**src/rtl/vga_timing_gen.sv**
```systemverilog
// rtl/vga_timing_gen.sv - parametrised VGA timing generator
// Counters, sync/blank strobes, frame-start pulse and frame counter, all registered.
module vga_timing_gen #(
  parameter int CNT_W        = 11,
  parameter int H_ACTIVE     = 1024,
  parameter int H_SYNC_START = 1048,
  parameter int H_SYNC_END   = 1184,
  parameter int H_TOTAL      = 1344,
  parameter int V_ACTIVE     = 768,
  parameter int V_SYNC_START = 771,
  parameter int V_SYNC_END   = 777,
  parameter int V_TOTAL      = 806,
  parameter bit HSYNC_POL    = 1'b1,
  parameter bit VSYNC_POL    = 1'b1,
  parameter int FRAME_W      = 16
) (
  input  logic               clk,
  input  logic               rst,
  input  logic               en,
  output logic [CNT_W-1:0]   hcount,
  output logic [CNT_W-1:0]   vcount,
  output logic               hsync,
  output logic               vsync,
  output logic               hblnk,
  output logic               vblnk,
  output logic               frame_start,
  output logic [FRAME_W-1:0] frame_cnt
);

  // Decode compares use one extra bit so a SYNC_END equal to 2^CNT_W stays representable.
  localparam int XW = CNT_W + 1;
  localparam logic [XW-1:0]    H_ACT_X = XW'(H_ACTIVE);
  localparam logic [XW-1:0]    H_SS_X  = XW'(H_SYNC_START);
  localparam logic [XW-1:0]    H_SE_X  = XW'(H_SYNC_END);
  localparam logic [XW-1:0]    V_ACT_X = XW'(V_ACTIVE);
  localparam logic [XW-1:0]    V_SS_X  = XW'(V_SYNC_START);
  localparam logic [XW-1:0]    V_SE_X  = XW'(V_SYNC_END);
  localparam logic [CNT_W-1:0] H_LAST  = CNT_W'(H_TOTAL - 1);
  localparam logic [CNT_W-1:0] V_LAST  = CNT_W'(V_TOTAL - 1);

  generate
    if (!(H_ACTIVE < H_SYNC_START && H_SYNC_START < H_SYNC_END && H_SYNC_END <= H_TOTAL))
    begin : g_bad_h_timing
      $fatal(1, "vga_timing_gen: illegal horizontal timing parameters");
    end
    if (!(V_ACTIVE < V_SYNC_START && V_SYNC_START < V_SYNC_END && V_SYNC_END <= V_TOTAL))
    begin : g_bad_v_timing
      $fatal(1, "vga_timing_gen: illegal vertical timing parameters");
    end
    if (H_TOTAL > (1 << CNT_W) || V_TOTAL > (1 << CNT_W)) begin : g_bad_cnt_w
      $fatal(1, "vga_timing_gen: CNT_W too narrow for H_TOTAL/V_TOTAL");
    end
  endgenerate

  logic             h_wrap;
  logic             v_wrap;
  logic [CNT_W-1:0] hcount_nxt;
  logic [CNT_W-1:0] vcount_nxt;
  logic [XW-1:0]    h_x;
  logic [XW-1:0]    v_x;

  always_comb begin
    h_wrap     = (hcount == H_LAST);
    v_wrap     = (vcount == V_LAST);
    hcount_nxt = h_wrap ? '0 : hcount + 1'b1;
    vcount_nxt = vcount;
    if (h_wrap) begin
      vcount_nxt = v_wrap ? '0 : vcount + 1'b1;
    end
    h_x = {1'b0, hcount_nxt};
    v_x = {1'b0, vcount_nxt};
  end

  // Strobes decode the next counter values so they line up with hcount/vcount.
  always_ff @(posedge clk or posedge rst) begin
    if (rst) begin
      hcount      <= '0;
      vcount      <= '0;
      hsync       <= ~HSYNC_POL;
      vsync       <= ~VSYNC_POL;
      hblnk       <= 1'b0;
      vblnk       <= 1'b0;
      frame_start <= 1'b0;
      frame_cnt   <= '0;
    end else if (en) begin
      hcount      <= hcount_nxt;
      vcount      <= vcount_nxt;
      hsync       <= ((h_x >= H_SS_X) && (h_x < H_SE_X)) ? HSYNC_POL : ~HSYNC_POL;
      vsync       <= ((v_x >= V_SS_X) && (v_x < V_SE_X)) ? VSYNC_POL : ~VSYNC_POL;
      hblnk       <= (h_x >= H_ACT_X);
      vblnk       <= (v_x >= V_ACT_X);
      frame_start <= h_wrap & v_wrap;
      frame_cnt   <= frame_cnt + FRAME_W'(h_wrap & v_wrap);
    end else begin
      frame_start <= 1'b0;
    end
  end

endmodule
```
**config.mk**
```make
export PLATFORM = sky130hd
export DESIGN_NAME = vga_timing_gen
export DESIGN_NICKNAME = d
export VERILOG_FILES = /design/src/rtl/vga_timing_gen.sv
export SDC_FILE = /design/constraint.sdc
export NUM_CORES = 1
export LEC_CHECK = 0
export BUFFER_PORTS_ARGS = -buffer_cell sky130_fd_sc_hd__buf_4
export CAP_MARGIN = 5
export CORE_MARGIN = 2
export CORE_UTILIZATION = 50
export DETAILED_ROUTE_END_ITERATION = 8
export PLACE_DENSITY = 0.73
export REMOVE_ABC_BUFFERS = 1
export SLEW_MARGIN = 10
export SYNTH_ARGS = -nofsm -noshare
export SYNTH_HDL_FRONTEND = slang
export SYNTH_SLANG_ARGS = --single-unit
```
**constraint.sdc**
```tcl
create_clock -name clk -period 4.2 [get_ports clk]
set_clock_uncertainty 0.15 [all_clocks]
set_input_delay 0.21 -clock clk [delete_from_list [all_inputs] [get_ports clk]]
set_output_delay 0.21 -clock clk [all_outputs]
set_load 0.05 [all_outputs]
```
==> out/metrics.cfg, run 1 <==
[cts]
post_cts_buffers = 0
cts_hold_buf = 1
cts_tree = done
cts_resized = 0
clk_latency_ns = 0.31
clk_pin_slew_worst_paths_ns = 0.09
cts_buffers = 5
clock_sinks = 43
clockBufferDepth = 2
clockRootBuffer = clkbuf_8
htreeDepth = 2

[critical_path]
critical_path.top_delay_family = simple AND/OR/NAND/NOR gates
slowest_delay_ns = 0.71
worstPathArrival_ns = 3.84
crit_chain = or4b_2 -> nor4_2 -> nand3_1 -> inv_1 -> ha_1 -> ha_1 -> nand4_1 -> nor2_1 -> and3_1 -> nand3_1 -> xnor2_1
r2r_end = frame_cnt[12]$_DFFE_PP0P_
critical_path.startpoint_type = register
rr_startpoint = vcount[3]$_DFFE_PP0P_
reg2regPathDepth = 11
cp_num_buf_inv = 1
slowest_stage = or4b_2
reg2reg_slack_ns = 0.40
cp-end-kind = register
criticalPathCategory = register to register
crit_fanout = 9
crit_required_ns = 4.25

[sta]
drv_slew = 0
max-slew-margin-rel_pct = 60.0
fin_crit_ns = 3.80
hold_violations = 0
worst_slew_pin_slew_ns = 0.595
finalSetupViolations = 0
setup_tns_ns = 0
min_period_over_period_pct = 90.4
rsz0062_at_grt = no
fmax_mhz = 263

[placement]
post-place-cells = 372
io_buffers = 45
gp_congestion = 0.832
dp_hpwl_um = 3840

[grt]
grt_pass1_wl_um = 9210
grtUsageMet3_pct = 5.15
grt_antenna_before_repair = 0
track_usage_pct = 21.9
grt_max_degree = 44
gr-total-overflow = 0
grt_use_met2_pct = 34.6
grt_pass1_vias = 1986
top_usage_layer = met2
grt_use_met1_pct = 29.7

[hold_path]
min_delay_worst_endpoint = hsync$_DFFE_PP0P_
hold_depth = 2
hold_class = input port to register
hold_path.startpoint = en

[die]
start_util_pct = 52.1
die-area_sq_mm = 0.00550
rows = 25
die_h_um = 74.2
ioPinCount = 46
core-area_sq_mm = 0.00472
fp.dieW_um = 74.2

[drt]
viasPerCell = 5.70
ant_nets = 0
routedWlPerCell_um = 14.6
vias = 2170
drc = 0
drt-total-wl_um = 5570
drtIter0Drc = 218
dr.pass1.iters = 4

[run_status]
status = completed

[yosys]
synthDistinctLibCells = 44
synth-async-reset-ratio_pct = 100
synth_cells = 272
synth-edff-count = 0
yosys_warnings = 0
synth_area_sq_mm = 0.00246
synth_seq_area_share_pct = 43.7
ys_ff_latch = 43
avgSynthCellArea_sq_um = 9.05
synth_flop_cell = dfrtp_1

[power]
cellLeakagePower_nw = 1.37
ir_drop_uv = 200
power_density_mw_per_mm2 = 438

[flow_run]
max_cap_violations = 0

[layout]
syn2layout_area_growth_pct = 20.4
fill_cells = 389
nets = 321
antennaDiodeCount = 0
stdcell_count = 381
drive_above_1_share_pct = 20.1

==> power breakdown <==
part           switching, W  leakage (nW)  internal (W)  total, W
registers         0.0000894         0.574      0.000455  0.000544
clock network      0.000156        0.0548      0.000179  0.000336
logic              0.000270         0.742      0.000148  0.000418
total              0.000516          1.37      0.000782   0.00130
==> layout make-up <==
cell class                 instances  area, sq um  share of cell area (%)
multi-input combinational        205         1290                    43.5
sequential                        43         1080                    36.3
timing repair buffer              48          363                    12.2
tap                               67         83.8                    2.83
inverter                          10         37.5                    1.27
clock inverter                     3         46.3                    1.56
clock buffer                       5         68.8                    2.32
==> through the flow <==
stage / util (%) / worst slack (ns) / total power [W] / area, sq um / hold slack [ns]
floorplan: - / 0.161 / 0.000838 / 2400 / 0.145
global placement: 60.1 / 0.600 / 0.000958 / 2840 / 0.234
CTS: 62.8 / 0.413 / 0.00131 / 2960 / 0.147
global route: 62.8 / 0.0837 / 0.00137 / 2960 / 0.150
detailed placement: 60.1 / 0.427 / 0.000969 / 2840 / 0.246
finish: 62.8 / 0.405 / 0.00130 / 2960 / 0.152
==> cells in the final DEF, fill, tap and decap left out, types with 2 or more instances in the layout <==
cell,n
a21oi_1,3
nor3b_1,2
and2_1,3
inv_1,10
ha_1,5
nand2_1,35
and4_1,2
o31ai_1,5
xnor2_1,18
mux2i_1,3
and3_1,8
nand4_1,9
nor2_1,19
a211oi_1,4
o221ai_1,2
a32o_1,2
nor3_1,5
a21boi_0,2
buf_4,47
o32ai_1,2
a211o_1,2
xor2_1,7
mux2_2,4
nand3_1,16
a31oi_1,5
clkbuf_8,5
dfrtp_1,43
and2_0,2
o21ai_0,26
==> routing by layer <==
layer,up-vias,routed length [um]
met3,9,298
met2,68,2610
met5,-,0
met1,1043,2600
met4,0,66
li1,1050,-
==> cells by family after synthesis <==
logic type,Yosys count,synth area share (%)
xor gates and xnor gates,25,8.89
muxes,7,3.05
adders and majority gates,5,2.54
buffers and inverters,24,3.96
DFF,43,43.7
and+or+nand+nor,110,22.7
AOI/OAI and AO/OA,58,15.2
==> synth_stat cells (all sizes together), types with 2 or more instances <==
master,count,share of area [%]
dfrtp,43,44
nand2,35,5.3
o21ai,26,5.3
nor2,19,2.9
xnor2,18,6.4
nand3,16,3.3
clkbuf,12,1.8
inv,10,1.5
nand4,9,2.3
and3,8,2.0
xor2,7,2.5
a31oi,5,1.3
and2,5,1.3
ha,5,2.5
nor3,5,1.0
o31ai,5,1.5
a211oi,4,1.2
mux2,4,1.8
a21oi,3,0.61
mux2i,3,1.2
a211o,2,0.71
a21boi,2,0.61
a32o,2,0.81
and4,2,0.71
buf,2,0.61
nor3b,2,0.61
nor4,2,0.76
o221ai,2,0.71
o32ai,2,0.71
or4,2,0.76
==> worst max-delay path by stage <==
stage | startpoint | end | slack (ns) | cells past startpoint
6_report | vcount[3]$_DFFE_PP0P_ | frame_cnt[12]$_DFFE_PP0P_ | 0.40 | 11
5_1_grt | vcount[3]$_DFFE_PP0P_ | frame_cnt[12]$_DFFE_PP0P_ | 0.08 | 11
3_3_place_gp | vcount[3]$_DFFE_PP0P_ | frame_cnt[12]$_DFFE_PP0P_ | 0.60 | 11
2_1_floorplan | hcount[7]$_DFFE_PP0P_ | frame_cnt[12]$_DFFE_PP0P_ | 0.16 | 11
3_5_place_dp | vcount[3]$_DFFE_PP0P_ | frame_cnt[12]$_DFFE_PP0P_ | 0.43 | 11
4_1_cts | vcount[3]$_DFFE_PP0P_ | frame_cnt[12]$_DFFE_PP0P_ | 0.41 | 11
==> worst register-to-register path, cell delays in order, from the launching register on <==
cell,delay (ns)
dfrtp_1,0.47
or4b_2,0.71
nor4_2,0.54
nand3_1,0.33
inv_1,0.22
ha_1,0.22
ha_1,0.18
nand4_1,0.14
nor2_1,0.25
and3_1,0.25
nand3_1,0.11
xnor2_1,0.14
==> sequential cells by signal (all words and copies together), names as in the netlist <==
name / count
frame_start: 1
hblnk: 1
vcount: 11
vsync: 1
hcount: 11
vblnk: 1
hsync: 1
frame_cnt: 16
Power figures use the tool's default switching activity.
==> run 2: changes to the inputs <==
CORE_ASPECT_RATIO = 0.6   (was not set)
==> out/metrics.cfg, run 2 (synthesis gave the netlist of run 1 again) <==
[cts]
cts_tree = done
htreeDepth = 2
clk_latency_ns = 0.30
cts_resized = 0
clockRootBuffer = clkbuf_8
cts_buffers = 5
clk_pin_slew_worst_paths_ns = 0.08
clock_sinks = 43
post_cts_buffers = 0
clockBufferDepth = 2

[critical_path]
startpoint = vcount[3]$_DFFE_PP0P_
cp_num_buf_inv = 1
slowest_delay_ns = 0.71
critical_path.top_delay_family = simple AND/OR/NAND/NOR gates
rr_startpoint = vcount[3]$_DFFE_PP0P_
r2r_end = frame_cnt[12]$_DFFE_PP0P_
crit_fanout = 9
crit_chain = or4b_2 -> nor4_2 -> nand3_1 -> inv_1 -> ha_1 -> ha_1 -> nand4_1 -> nor2_1 -> and3_1 -> nand3_1 -> xnor2_1
criticalPathCategory = register to register
slowest_stage = or4b_2
reg2regPathDepth = 11
critical_path.startpoint_type = register
reg2reg_slack_ns = 0.70
worstPathArrival_ns = 3.53
crit_required_ns = 4.24
cp-end-kind = register

[drt]
drtIter0Drc = 130
vias = 2133
routedWlPerCell_um = 14.3
viasPerCell = 5.64
drc = 0
drt-total-wl_um = 5420
ant_nets = 0
dr.pass1.iters = 5

[die]
ioPinCount = 46
fp.dieW_um = 94.6
core-area_sq_mm = 0.00466
start_util_pct = 52.8
die-area_sq_mm = 0.00552
die_h_um = 58.4
rows = 19

[placement]
gp_congestion = 0.821
dpl-instance-area_sq_mm = 0.00284
place_ws_ns = 0.749
dp_hpwl_um = 3900
io_buffers = 45

[sta]
rsz0062_at_grt = no
min_period_over_period_pct = 83.2
finalSetupViolations = 0
worst_slew_pin_slew_ns = 0.538
setup_tns_ns = 0
drv_slew = 0
hold_violations = 0
setup_ws_ns = 0.705
max-slew-margin-rel_pct = 64.1
fmax_mhz = 286
fin_crit_ns = 3.50

[layout]
top_regs = frame_cnt: 16 flops, hcount: 11 flops, vcount: 11 flops
nets = 322
final_cell_area_sq_mm = 0.00294
antennaDiodeCount = 0
final_core_util_pct = 63.0
layout_common_cells = 48 x buf_4, 43 x dfrtp_1, 35 x nand2_1
syn2layout_area_growth_pct = 19.3
drive_above_1_share_pct = 20.0
largest_reg_flops = 16
regMostFlops = frame_cnt
final_common_cell = buf_4

[hold_path]
hold_depth = 2
min_delay_worst_endpoint = vcount[10]$_DFFE_PP0P_
hold_class = input port to register
hold_path.startpoint = en

[grt]
gr-total-overflow = 0
track_usage_pct = 21.2
grt_pass1_wl_um = 9050
grt_antenna_before_repair = 0
grt_max_degree = 44
grt_pass1_vias = 1806

[power]
ir_drop_uv = 163
power_density_mw_per_mm2 = 413
cellLeakagePower_nw = 1.36
finalPower_w = 0.00121

[run_status]
status = completed

[flow_run]
max_cap_violations = 0

==> run 2: changes by cell type in the layout (fill, tap and decap cells not counted), sizes merged <==
cell	change
bufinv	-1
clkinv	+1
clkbuf	+1
inv	-1
buf	+1
==> run 2: what timing repair did <==
| action | 4_1_cts | 5_1_grt |
|---|---|---|
| hold buffers | 1 | 0 |
| hold endpoints to repair | 43 | 0 |
| endpoints found under the setup margin | 0 | 0 |
==> run 2: where the power goes <==
part / switching, W / internal [W]
Combinational: 0.000267 / 0.000147
Sequential: 0.0000861 / 0.000455
Clock: 0.000140 / 0.000116
Total: 0.000493 / 0.000718
==> run 2: metal layers <==
layer	up-vias	part of all wire (%)	track usage, %	wire length, um
li1	1069	-	-	-
met1	987	52	35.4	2800
met2	71	41	28.5	2220
met3	6	6.4	3.84	346
met4	0	0.98	4.35	53
met5	-	0	0	0
==> run 2: final cells by class <==
type / instances / area (sq um)
well taps: 63 / 78.8
flip-flops and latches: 43 / 1080
clock inverters: 2 / 12.5
multi-input cells: 205 / 1290
inverters: 10 / 37.5
repair buffers: 49 / 370
fillers: 421 / 1720
clock buffers: 6 / 72.6
==> run 2: how the worst max path moves through the flow <==
stage	endpoint	slack, ns	depth (start not counted)
after global routing	frame_cnt[12]$_DFFE_PP0P_	0.48	11
after global placement	frame_cnt[12]$_DFFE_PP0P_	0.86	11
after floorplan	frame_cnt[12]$_DFFE_PP0P_	0.16	11
after detailed placement	frame_cnt[12]$_DFFE_PP0P_	0.75	11
final	frame_cnt[12]$_DFFE_PP0P_	0.70	11
after CTS	frame_cnt[12]$_DFFE_PP0P_	0.71	11
==> run 2: per-stage QoR <==
stage,std cells,hold slack (ns)
global placement,369,0.234
detailed placement,369,0.237
floorplan,258,0.145
finish,378,0.171
CTS,378,0.169
global route,378,0.200
==> run 3: changes to the inputs <==
clock period = 3.5 ns   (was 4.2 ns; I/O delays follow)
==> out/metrics.cfg, run 3 (synthesis gave the netlist of run 1 again) <==
[die]
ioPinCount = 46
die_h_um = 58.4
start_util_pct = 52.8
rows = 19
core-area_sq_mm = 0.00466
fp.dieW_um = 94.6
die-area_sq_mm = 0.00552

[hold_path]
hold_class = input port to register
hold_path.startpoint = en

[cts]
clockRootBuffer = clkbuf_8
htreeDepth = 2
clk_latency_ns = 0.30
clockBufferDepth = 2
post_cts_buffers = 0
cts_buffers = 5
cts_tree = done
clk_pin_slew_worst_paths_ns = 0.08
clock_sinks = 43

[run_status]
status = completed

[grt]
track_usage_pct = 22.8
top_usage_layer = met1
grt_use_met1_pct = 35.7
grt_antenna_before_repair = 0
grtUsageMet3_pct = 5.12
grt_pass1_vias = 1933
grt_max_degree = 32
grt_pass1_wl_um = 9690
gr-total-overflow = 0
grt_use_met2_pct = 31.3

[sta]
min_period_over_period_pct = 91.7
fin_crit_ns = 3.21
finalSetupViolations = 0
setup_ws_ns = 0.290
worst_slew_pin_slew_ns = 0.936
holdWs_ns = 0.127
rsz0062_at_grt = no
max-slew-margin-rel_pct = 37.5
fmax_mhz = 311
hold_violations = 0
drv_slew = 0

[layout]
nets = 328
final_core_util_pct = 64.6
fill_cells = 411
syn2layout_area_growth_pct = 22.2
drive_above_1_share_pct = 22.4
largest_reg_flops = 16
final_common_cell = buf_4
final_cell_area_sq_mm = 0.00301
antennaDiodeCount = 0
top_regs = frame_cnt: 16 flops, hcount: 11 flops, vcount: 11 flops
layout_common_cells = 54 x buf_4, 43 x dfrtp_1, 35 x nand2_1
regMostFlops = frame_cnt

[critical_path]
crit_fanout = 8
crit_required_ns = 3.54
critical_path.startpoint_type = register
startpoint = vcount[4]$_DFFE_PP0P_
rr_startpoint = vcount[4]$_DFFE_PP0P_
cp-end-kind = register
criticalPathCategory = register to register
worstPathArrival_ns = 3.25
reg2reg_slack_ns = 0.29

[drt]
routedWlPerCell_um = 15.2
drt-total-wl_um = 5840
vias = 2180
drtIter0Drc = 115
dr.pass1.iters = 4
viasPerCell = 5.68
ant_nets = 0
drc = 0

[placement]
gp_congestion = 0.869
io_buffers = 45
dp_hpwl_um = 4190
place_ws_ns = 0.275
dpl-instance-area_sq_mm = 0.00289

[power]
switching_share_pct = 40.3
sequentialPowerShare_pct = 43.0
power_frac_comb_pct = 33.3
ir_drop_uv = 214
power_density_mw_per_mm2 = 503
internal-power_w = 0.000903
cellLeakagePower_nw = 1.40
clkPwrFrac_pct = 23.6
finalPower_w = 0.00151
p_switching_w = 0.000610

[flow_run]
max_cap_violations = 0

==> run 3: layout make-up <==
class                      instances  area [sq um]  share of cell area [%]
clock buffer                       7          96.3                    3.20
inverter                          10          37.5                    1.25
multi-input combinational        205          1300                    43.1
clock inverter                     1          7.51                   0.249
sequential                        43          1080                    35.8
timing repair buffer              55           415                    13.8
tap                               63          78.8                    2.62
==> run 3: what timing repair did <==
| item | 4_1_cts | 5_1_grt |
|---|---|---|
| endpoints found under the setup margin | 0 | 2 |
| endpoints found under the hold margin | 24 | 0 |
| gates resized for setup | 0 | 2 |
| hold buffers | 1 | 0 |
==> run 3: final timing paths <==
path | depth (start not counted) | to
max in group asynchronous | 4 | hcount[9]$_DFFE_PP0P_
worst min register to register | 1 | frame_cnt[15]$_DFFE_PP0P_
min in group asynchronous | 3 | vsync$_DFFE_PP0P_
worst max-delay path | 11 | frame_cnt[13]$_DFFE_PP0P_
worst min-delay path | 3 | hcount[5]$_DFFE_PP0P_
worst max register to register | 11 | frame_cnt[13]$_DFFE_PP0P_
==> run 3: through the flow <==
| stage | setup TNS, ns | instances |
|---|---|---|
| CTS | 0 | 384 |
| global route | 0 | 384 |
| finish | 0 | 384 |
| detailed placement | 0 | 375 |
| global placement | 0 | 375 |
| floorplan | -3.40 | 258 |
==> run 3: critical path: stages, from the launching register on <==
cell	delay (ns)
dfrtp_1	0.47
or4b_2	0.67
nor4_2	0.28
nand3_1	0.13
inv_1	0.16
ha_1	0.21
nand3_1	0.08
nor2_1	0.18
and2_1	0.20
and4_1	0.29
nand3_1	0.12
xnor2_1	0.14
==> run 3: power groups by stage <==
stage | Sequential (W) | Combinational (W) | Clock, W
2_1_floorplan | 0.000809 | 0.000197 | 0
3_3_place_gp | 0.000654 | 0.000497 | 0
3_5_place_dp | 0.000659 | 0.000501 | 0
4_1_cts | 0.000649 | 0.000502 | 0.000363
5_1_grt | 0.000666 | 0.000550 | 0.000385
6_report | 0.000651 | 0.000504 | 0.000358
==> run 3: per-layer routing <==
layer,share of wire [%],wire length (um),vias to the layer above
li1,-,-,1073
met1,52,3050,1029
met2,41,2410,70
met3,5.5,322,8
met4,1.1,65,0
met5,0,0,-
